==> src/rtl/gals_pkg.sv <==
// Shared definitions for the GALS bundled-data link: handshake FSM states and
// default widths/depths used by both the sender and the receiver side.
package gals_pkg;

    localparam int DW_DEF       = 16;
    localparam int DEPTH_DEF    = 4;
    localparam int SYNC_STG_DEF = 2;

    typedef enum logic [1:0] {
        IDLE   = 2'd0,
        SETUP  = 2'd1,
        REQ_HI = 2'd2,
        REQ_LO = 2'd3
    } hs_state_t;

endpackage

==> src/rtl/hs_sync.sv <==
// Multi-flop level synchronizer for an asynchronous handshake wire.
// Used for ack on the sender side and for req on the receiver side.
module hs_sync
    import gals_pkg::*;
#(
    parameter int SYNC_STG = SYNC_STG_DEF
) (
    input  logic clk,
    input  logic rst_n,
    input  logic d,
    output logic q
);

    logic [SYNC_STG-1:0] sync_q;
    logic [SYNC_STG-1:0] sync_d;

    always_comb begin
        sync_d = {sync_q[SYNC_STG-2:0], d};
    end

    always_ff @(posedge clk or negedge rst_n) begin
        if (!rst_n) begin
            sync_q <= '0;
        end else begin
            sync_q <= sync_d;
        end
    end

    assign q = sync_q[SYNC_STG-1];

endmodule

==> src/rtl/gals_hs_tx.sv <==
// Four-phase bundled-data sender: buffers core words in a small FIFO and
// presents each on a held tx_data bus qualified by a registered req level.
module gals_hs_tx
    import gals_pkg::*;
#(
    parameter int DW       = DW_DEF,
    parameter int DEPTH    = DEPTH_DEF,
    parameter int SYNC_STG = SYNC_STG_DEF
) (
    input  logic          clk,
    input  logic          rst_n,
    input  logic          in_valid,
    output logic          in_ready,
    input  logic [DW-1:0] in_data,
    output logic          req,
    output logic [DW-1:0] tx_data,
    input  logic          ack,
    output logic          busy,
    output logic          tx_done,
    output logic [1:0]    state_dbg
);

    localparam int AW = $clog2(DEPTH);

    hs_state_t     state_q, state_d;
    logic [AW:0]   wr_ptr_q, wr_ptr_d;
    logic [AW:0]   rd_ptr_q, rd_ptr_d;
    logic [DW-1:0] mem_q [DEPTH];
    logic [DW-1:0] mem_d [DEPTH];
    logic [DW-1:0] tx_data_q, tx_data_d;
    logic          req_q, req_d;
    logic          tx_done_q, tx_done_d;
    logic          ack_s;
    logic          empty, full, push, pop;

    hs_sync #(.SYNC_STG(SYNC_STG)) u_ack_sync (
        .clk   (clk),
        .rst_n (rst_n),
        .d     (ack),
        .q     (ack_s)
    );

    // Input side: a word moves when in_valid && in_ready at a rising clk edge;
    // in_ready depends on the registered pointers only, never on in_valid.
    assign empty    = (wr_ptr_q == rd_ptr_q);
    assign full     = (wr_ptr_q[AW] != rd_ptr_q[AW]) &&
                      (wr_ptr_q[AW-1:0] == rd_ptr_q[AW-1:0]);
    assign in_ready = !full;
    assign push     = in_valid && !full;
    // A stale ack still high from the previous transfer blocks a new start.
    assign pop      = (state_q == IDLE) && !empty && !ack_s;

    always_comb begin
        wr_ptr_d = wr_ptr_q;
        rd_ptr_d = rd_ptr_q;
        mem_d    = mem_q;
        if (push) begin
            mem_d[wr_ptr_q[AW-1:0]] = in_data;
            wr_ptr_d = wr_ptr_q + (AW+1)'(1);
        end
        if (pop) begin
            rd_ptr_d = rd_ptr_q + (AW+1)'(1);
        end
    end

    // SETUP ignores ack_s so the data bus settles a full cycle before req rises.
    always_comb begin
        state_d   = state_q;
        req_d     = req_q;
        tx_data_d = tx_data_q;
        tx_done_d = 1'b0;
        case (state_q)
            IDLE: begin
                if (pop) begin
                    tx_data_d = mem_q[rd_ptr_q[AW-1:0]];
                    state_d   = SETUP;
                end
            end
            SETUP: begin
                req_d   = 1'b1;
                state_d = REQ_HI;
            end
            REQ_HI: begin
                if (ack_s) begin
                    req_d   = 1'b0;
                    state_d = REQ_LO;
                end
            end
            REQ_LO: begin
                if (!ack_s) begin
                    tx_done_d = 1'b1;
                    state_d   = IDLE;
                end
            end
            default: begin
                state_d = IDLE;
            end
        endcase
    end

    always_ff @(posedge clk or negedge rst_n) begin
        if (!rst_n) begin
            state_q   <= IDLE;
            wr_ptr_q  <= '0;
            rd_ptr_q  <= '0;
            tx_data_q <= '0;
            req_q     <= 1'b0;
            tx_done_q <= 1'b0;
            for (int i = 0; i < DEPTH; i++) begin
                mem_q[i] <= '0;
            end
        end else begin
            state_q   <= state_d;
            wr_ptr_q  <= wr_ptr_d;
            rd_ptr_q  <= rd_ptr_d;
            tx_data_q <= tx_data_d;
            req_q     <= req_d;
            tx_done_q <= tx_done_d;
            mem_q     <= mem_d;
        end
    end

    assign req       = req_q;
    assign tx_data   = tx_data_q;
    assign tx_done   = tx_done_q;
    assign busy      = !empty || (state_q != IDLE);
    assign state_dbg = state_q;

endmodule

==> config.mk <==
export PLATFORM = sky130hd
export DESIGN_NAME = gals_hs_tx
export DESIGN_NICKNAME = d
export VERILOG_FILES = /design/src/rtl/gals_pkg.sv /design/src/rtl/hs_sync.sv /design/src/rtl/gals_hs_tx.sv
export SDC_FILE = /design/constraint.sdc
export NUM_CORES = 1
export LEC_CHECK = 0
export ABC_AREA = 1
export CELL_PAD_IN_SITES_DETAIL_PLACEMENT = 2
export CELL_PAD_IN_SITES_GLOBAL_PLACEMENT = 2
export CORE_UTILIZATION = 34
export DETAILED_ROUTE_END_ITERATION = 10
export GPL_ROUTABILITY_DRIVEN = 0
export PLACE_DENSITY_LB_ADDON = 0.12
export SETUP_SLACK_MARGIN = 0.4
export SYNTH_ARGS = -nofsm -noshare
export SYNTH_HDL_FRONTEND = slang
export SYNTH_SLANG_ARGS = --single-unit
==> constraint.sdc <==
create_clock -name clk -period 2 [get_ports clk]
set_input_delay 0.4 -clock clk [delete_from_list [all_inputs] [get_ports clk]]
set_output_delay 0.4 -clock clk [all_outputs]
set_load 0.05 [all_outputs]
### After elaboration in Yosys (flattened, before gate mapping)

Cells that the tools add are included.

* bits in registers: 92
* input bits: 20
* logic and storage cells: 56

* $add $sub $neg: 2
* $lt $le $gt $ge: 3
* equal/unequal tests: 9
* muxes and demuxes: 14
* bitwise logic cells: 2
* reductions and logical operators: 15

Operator list (number)
* $bwmux 64: 1
* $mux 16: 3
* $bmux 16 s2: 1
* $demux 16 s2: 1
* $pmux 2 s4: 1
* $add 3x1->3 const B: 2
* $ge 3x3->1 const B: 2
* $mux 2: 3
* $not 2->3: 2
* $logic_and 1x1->1: 5
* $eq 2x2->1 const B: 2
* $ne 2x2->1 const B: 2
* $reduce_and 2->1: 2
* $reduce_bool 2->1: 2
* $eq 3x3->1: 1
* $logic_not 1->1: 3
* $lt 3x1->1 const B: 1
* $mux 1: 3
* $reduce_and 3->1: 1
* $eq 2x1->1 const B: 1
* $eq 2x2->1: 1
* $logic_not 2->1: 1
* $ne 2x1->1 const B: 1
* $pmux 1 s2: 1
* other kinds (2): 2

### Depth between registers and ports, before layout

* depth in word-level cells: 6
* gate-level depth with buffers: 10

### Cells and area by module

A second synthesis with hierarchy kept.

* cell total of the unflattened synthesis: 519
* area, all modules: 4345.4 µm²

Modules (own cells, without submodules)
* gals_hs_tx: instances 1, cells each 517, area each 4295.4 µm², sequential area each 2252.2 µm²
* hs_sync: instances 1, cells each 2, area each 50.0 µm², sequential area each 50.0 µm²

### Worst setup path after synthesis

No wires, ideal clock.

* path type: flip-flop to output port
* from: register state_q[0] (netlist: state_dbg[0])
* to: output busy
* arrival: 1.448 ns
* slack: 0.152 ns
* stages on the path, launching flop included: 4
* path buffers: 0
* cells stage by stage: dfrtp_1 -> inv_1 -> ha_1 -> nand4_1

* cells in the longest elaborated chain, start to end: 2

RTL lines
* from (decl): RTL line gals_hs_tx.sv:25 `hs_state_t state_q, state_d;`
* from (signal assigned): RTL line gals_hs_tx.sv:113 `state_q <= state_d;`
* $reduce_bool 2->1: RTL line gals_hs_tx.sv:126 `assign busy = !empty || (state_q != IDLE);`
* $logic_or 1x1->1: RTL line gals_hs_tx.sv:126
* to (decl): RTL line gals_hs_tx.sv:18 `output logic busy,`

Every way passes these cells.

### Worst setup path in the final report

* from: register rd_ptr_q[2]
* to: output busy

* cells in the longest elaborated chain, start to end: 3

RTL lines
* from (decl): RTL line gals_hs_tx.sv:27 `logic [AW:0] rd_ptr_q, rd_ptr_d;`
* from (signal assigned): RTL line gals_hs_tx.sv:115 `rd_ptr_q <= rd_ptr_d;`
* $eq 3x3->1: RTL line gals_hs_tx.sv:45 `assign empty = (wr_ptr_q == rd_ptr_q);`
* $logic_not 1->1: RTL line gals_hs_tx.sv:126
* $logic_or 1x1->1: RTL line gals_hs_tx.sv:126

Every way passes these cells.

==> results.ini <==
[global_route]
grt_usage = 0.258
grt_max_degree = 50
antenna_found_initial = 0
grt_pass1_wl_um = 25400
grt_pass1_vias = 4553
grt.overflow.total = 0

[worst_setup_path]
critical_path.endpoint_type = primary output
crit_fanout = 3
startpoint_type = register
max_stage_delay_ns = 0.43
worst_path_dominant_cell_family = flip-flops
reg2reg_setup_slack_ns = 0.19
cp_data_arrival_time_ns = 1.46
critPathBufInv = 2
crit_path_cell_trace = inv_2, nand2_4, nand2_2, nand4_1, buf_12
crit_slowest_cell = dfrtp_1
path_class = register to primary output
required_ns = 1.60

[cells_and_area]
instances_no_fill = 763
drive_above_1_share = 0.266
syn2layout_area_growth_pct = 40.1
nets = 620
finalInstanceArea_mm2 = 0.00610
diodes = 0

[power_and_ir_drop]
leakagePower_nw = 2.94
irDropWorstVdd_mv = 0.567
powerDensity_mw_per_mm2 = 2000

[routing]
ant_nets = 0
vias_per_cell = 5.57
wire_per_inst_um = 24.3
num_vias = 4249
drt_iter0_markers = 215
drc_errors = 0
firstDrtPassIters = 4
finalWirelength_um = 18600

[floorplanning]
die_area_mm2 = 0.0133
core_area_mm2 = 0.0123
die_x_um = 115
die_h_um = 115
io_pins = 42
initial_core_util = 0.355
std_cell_rows = 40

[worst_hold_path]
hold_path.class = register to register

[sta]
fin_skew_ns = 0.0120
postLayoutSetupSlackWorst_ns = 0.143
worst_pin_slew_ns = 0.523
rsz0062_at_grt = true
setup_violations = 0
final.period_utilization = 0.929
max_freq_mhz = 538
drv_slew = 0
fin_crit_ns = 1.86
slew_headroom = 0.651
fin_hold_ws_ns = 0.360
finalSetupTns_ns = 0
hold_viol = 0

[placed_design]
portBuffers = 41
hpwl_um = 9580
dp_cells = 712
dpl_worst_slack_ns = 0.286
placed_cell_area_mm2 = 0.00501

[synthesis]
ys_seq_elements = 92
synth_area_per_cell_um2 = 8.41
synthDistinctLibCells = 20
synth_top_cell_by_area = dfrtp_1
synth.area.top_cells = dfrtp_1 (53%), nand2_1 (17%), nand4_1 (9.5%), o21ai_0 (3.9%), nor2_1 (3.0%)
synth_warnings = 0
synth_top_area_frac = 0.528
yosysSeqAreaShare = 0.528
synth_area_mm2 = 0.00436
syn_inst = 518
syn_nets = 548

[clocking]
cts_num_sinks = 92
cts_tree = built
clkTransAtPathRegs_ns = 0.06
clock_latency_ns = 0.36
clockBufferDepth = 2
ctsRootBufferMaster = clkbuf_16
cts_buffers = 9
htreeDepth = 3

[run_status]
status = finished clean

[flow_run]
maxCapViolCount = 0

-- what timing repair did --
action / 4_1_cts / 5_1_grt
pin swaps: 3 / 15
setup endpoints to repair: 82 / 87
setup buffers: 14 / 12
endpoints found under the hold margin: 23 / 0
gates resized for setup: 79 / 92
hold buffers: 1 / 0
gates cloned: 1 / 7
-- cells in the final DEF, fill, tap and decap left out, drive strengths merged --
| master | netlist | layout |
|---|---|---|
| xnor2 | 1 | 1 |
| nand2 | 199 | 199 |
| nand4 | 67 | 67 |
| dlygate4sd3 | 0 | 1 |
| xor2 | 2 | 2 |
| clkinv | 0 | 2 |
| ha | 10 | 10 |
| nor2 | 35 | 35 |
| o21ai | 34 | 34 |
| bufinv | 0 | 2 |
| buf | 25 | 55 |
| clkinvlp | 0 | 3 |
| dfrtp | 92 | 92 |
| clkbuf | 14 | 20 |
| clkdlybuf4s50 | 0 | 17 |
| nand3 | 9 | 11 |
| or2 | 1 | 1 |
| o22ai | 17 | 17 |
| inv | 12 | 9 |
| clkdlybuf4s15 | 0 | 17 |
-- cells in the mapped netlist (all sizes together) --
| cell | instances |
|---|---|
| or2 | 1 |
| xor2 | 2 |
| o22ai | 17 |
| nand2 | 199 |
| ha | 10 |
| xnor2 | 1 |
| nor2 | 35 |
| clkbuf | 14 |
| dfrtp | 92 |
| o21ai | 34 |
| nand4 | 67 |
| buf | 25 |
| inv | 12 |
| nand3 | 9 |
-- worst register-to-register path: cells and delay by family, from the launching register on --
family                 cells  cell delay, ns
buffers and inverters      5            0.72
AND/OR/NAND/NOR            5            0.53
flip-flops                 1            0.43
-- final cells by class --
cell class                 count  area (um^2)
tap                          168          210
clock inverter                 4         70.1
multi-input combinational    377         2090
inverter                      12         58.8
sequential                    92         2310
clock buffer                  12          267
timing repair buffer          98         1100
fill                        1278         6160
-- power by group --
group,leakage (nW),internal [mW],switching (mW)
sequential,1.15,2.71,0.622
clock,0.169,1.19,0.749
combinational,1.62,2.62,4.32
-- sequential cells by signal, summed over array words and instances, names as in the netlist --
signal / flops
mem_q: 64
tx_data: 16
rd_ptr_q: 3
wr_ptr_q: 3
state_dbg: 2
u_ack_sync.sync_q: 2
req: 1
tx_done: 1
-- metrics by stage --
step                      utilization  total power, mW
final                           0.498             12.2
after global routing            0.498             12.8
after CTS                       0.454             10.6
after detailed placement        0.409             8.18
after global placement          0.409             7.92
after floorplan                     -             6.33
-- metal layers --
layer | track usage | share of wire | routed length (um) | up-vias
met2 | 0.456 | 0.52 | 9670 | 131
met1 | 0.308 | 0.40 | 7450 | 2180
met4 | 0.0779 | 0.035 | 655 | 0
li1 | - | - | - | 1889
met5 | 0 | 0 | 0 | -
met3 | 0.0659 | 0.043 | 795 | 49
-- final timing paths --
path	startpoint	end	depth (start not counted)
setup reg to reg	rd_ptr_q[2]$_DFFE_PN0P_	mem_q[47]$_DFFE_PN0P_	10
setup / recovery	rd_ptr_q[2]$_DFFE_PN0P_	busy	5
max in group asynchronous	rst_n	rd_ptr_q[1]$_DFFE_PN0P_	3
min in group asynchronous	rst_n	tx_data[3]$_DFFE_PN0P_	2
hold / removal	u_ack_sync.sync_q[0]$_DFF_PN0_	u_ack_sync.sync_q[1]$_DFF_PN0_	0
hold reg to reg	u_ack_sync.sync_q[0]$_DFF_PN0_	u_ack_sync.sync_q[1]$_DFF_PN0_	0
-- cell families after synthesis --
| kind of cell | synth area share |
|---|---|
| XOR/XNOR | 0.0103 |
| adder cells (fa/ha/maj) | 0.0287 |
| AND/OR/NAND/NOR | 0.319 |
| flip-flops | 0.528 |
| AO/OA/AOI/OAI | 0.0635 |
| buffers and inverters | 0.0503 |
Power figures use the tool's default switching activity.
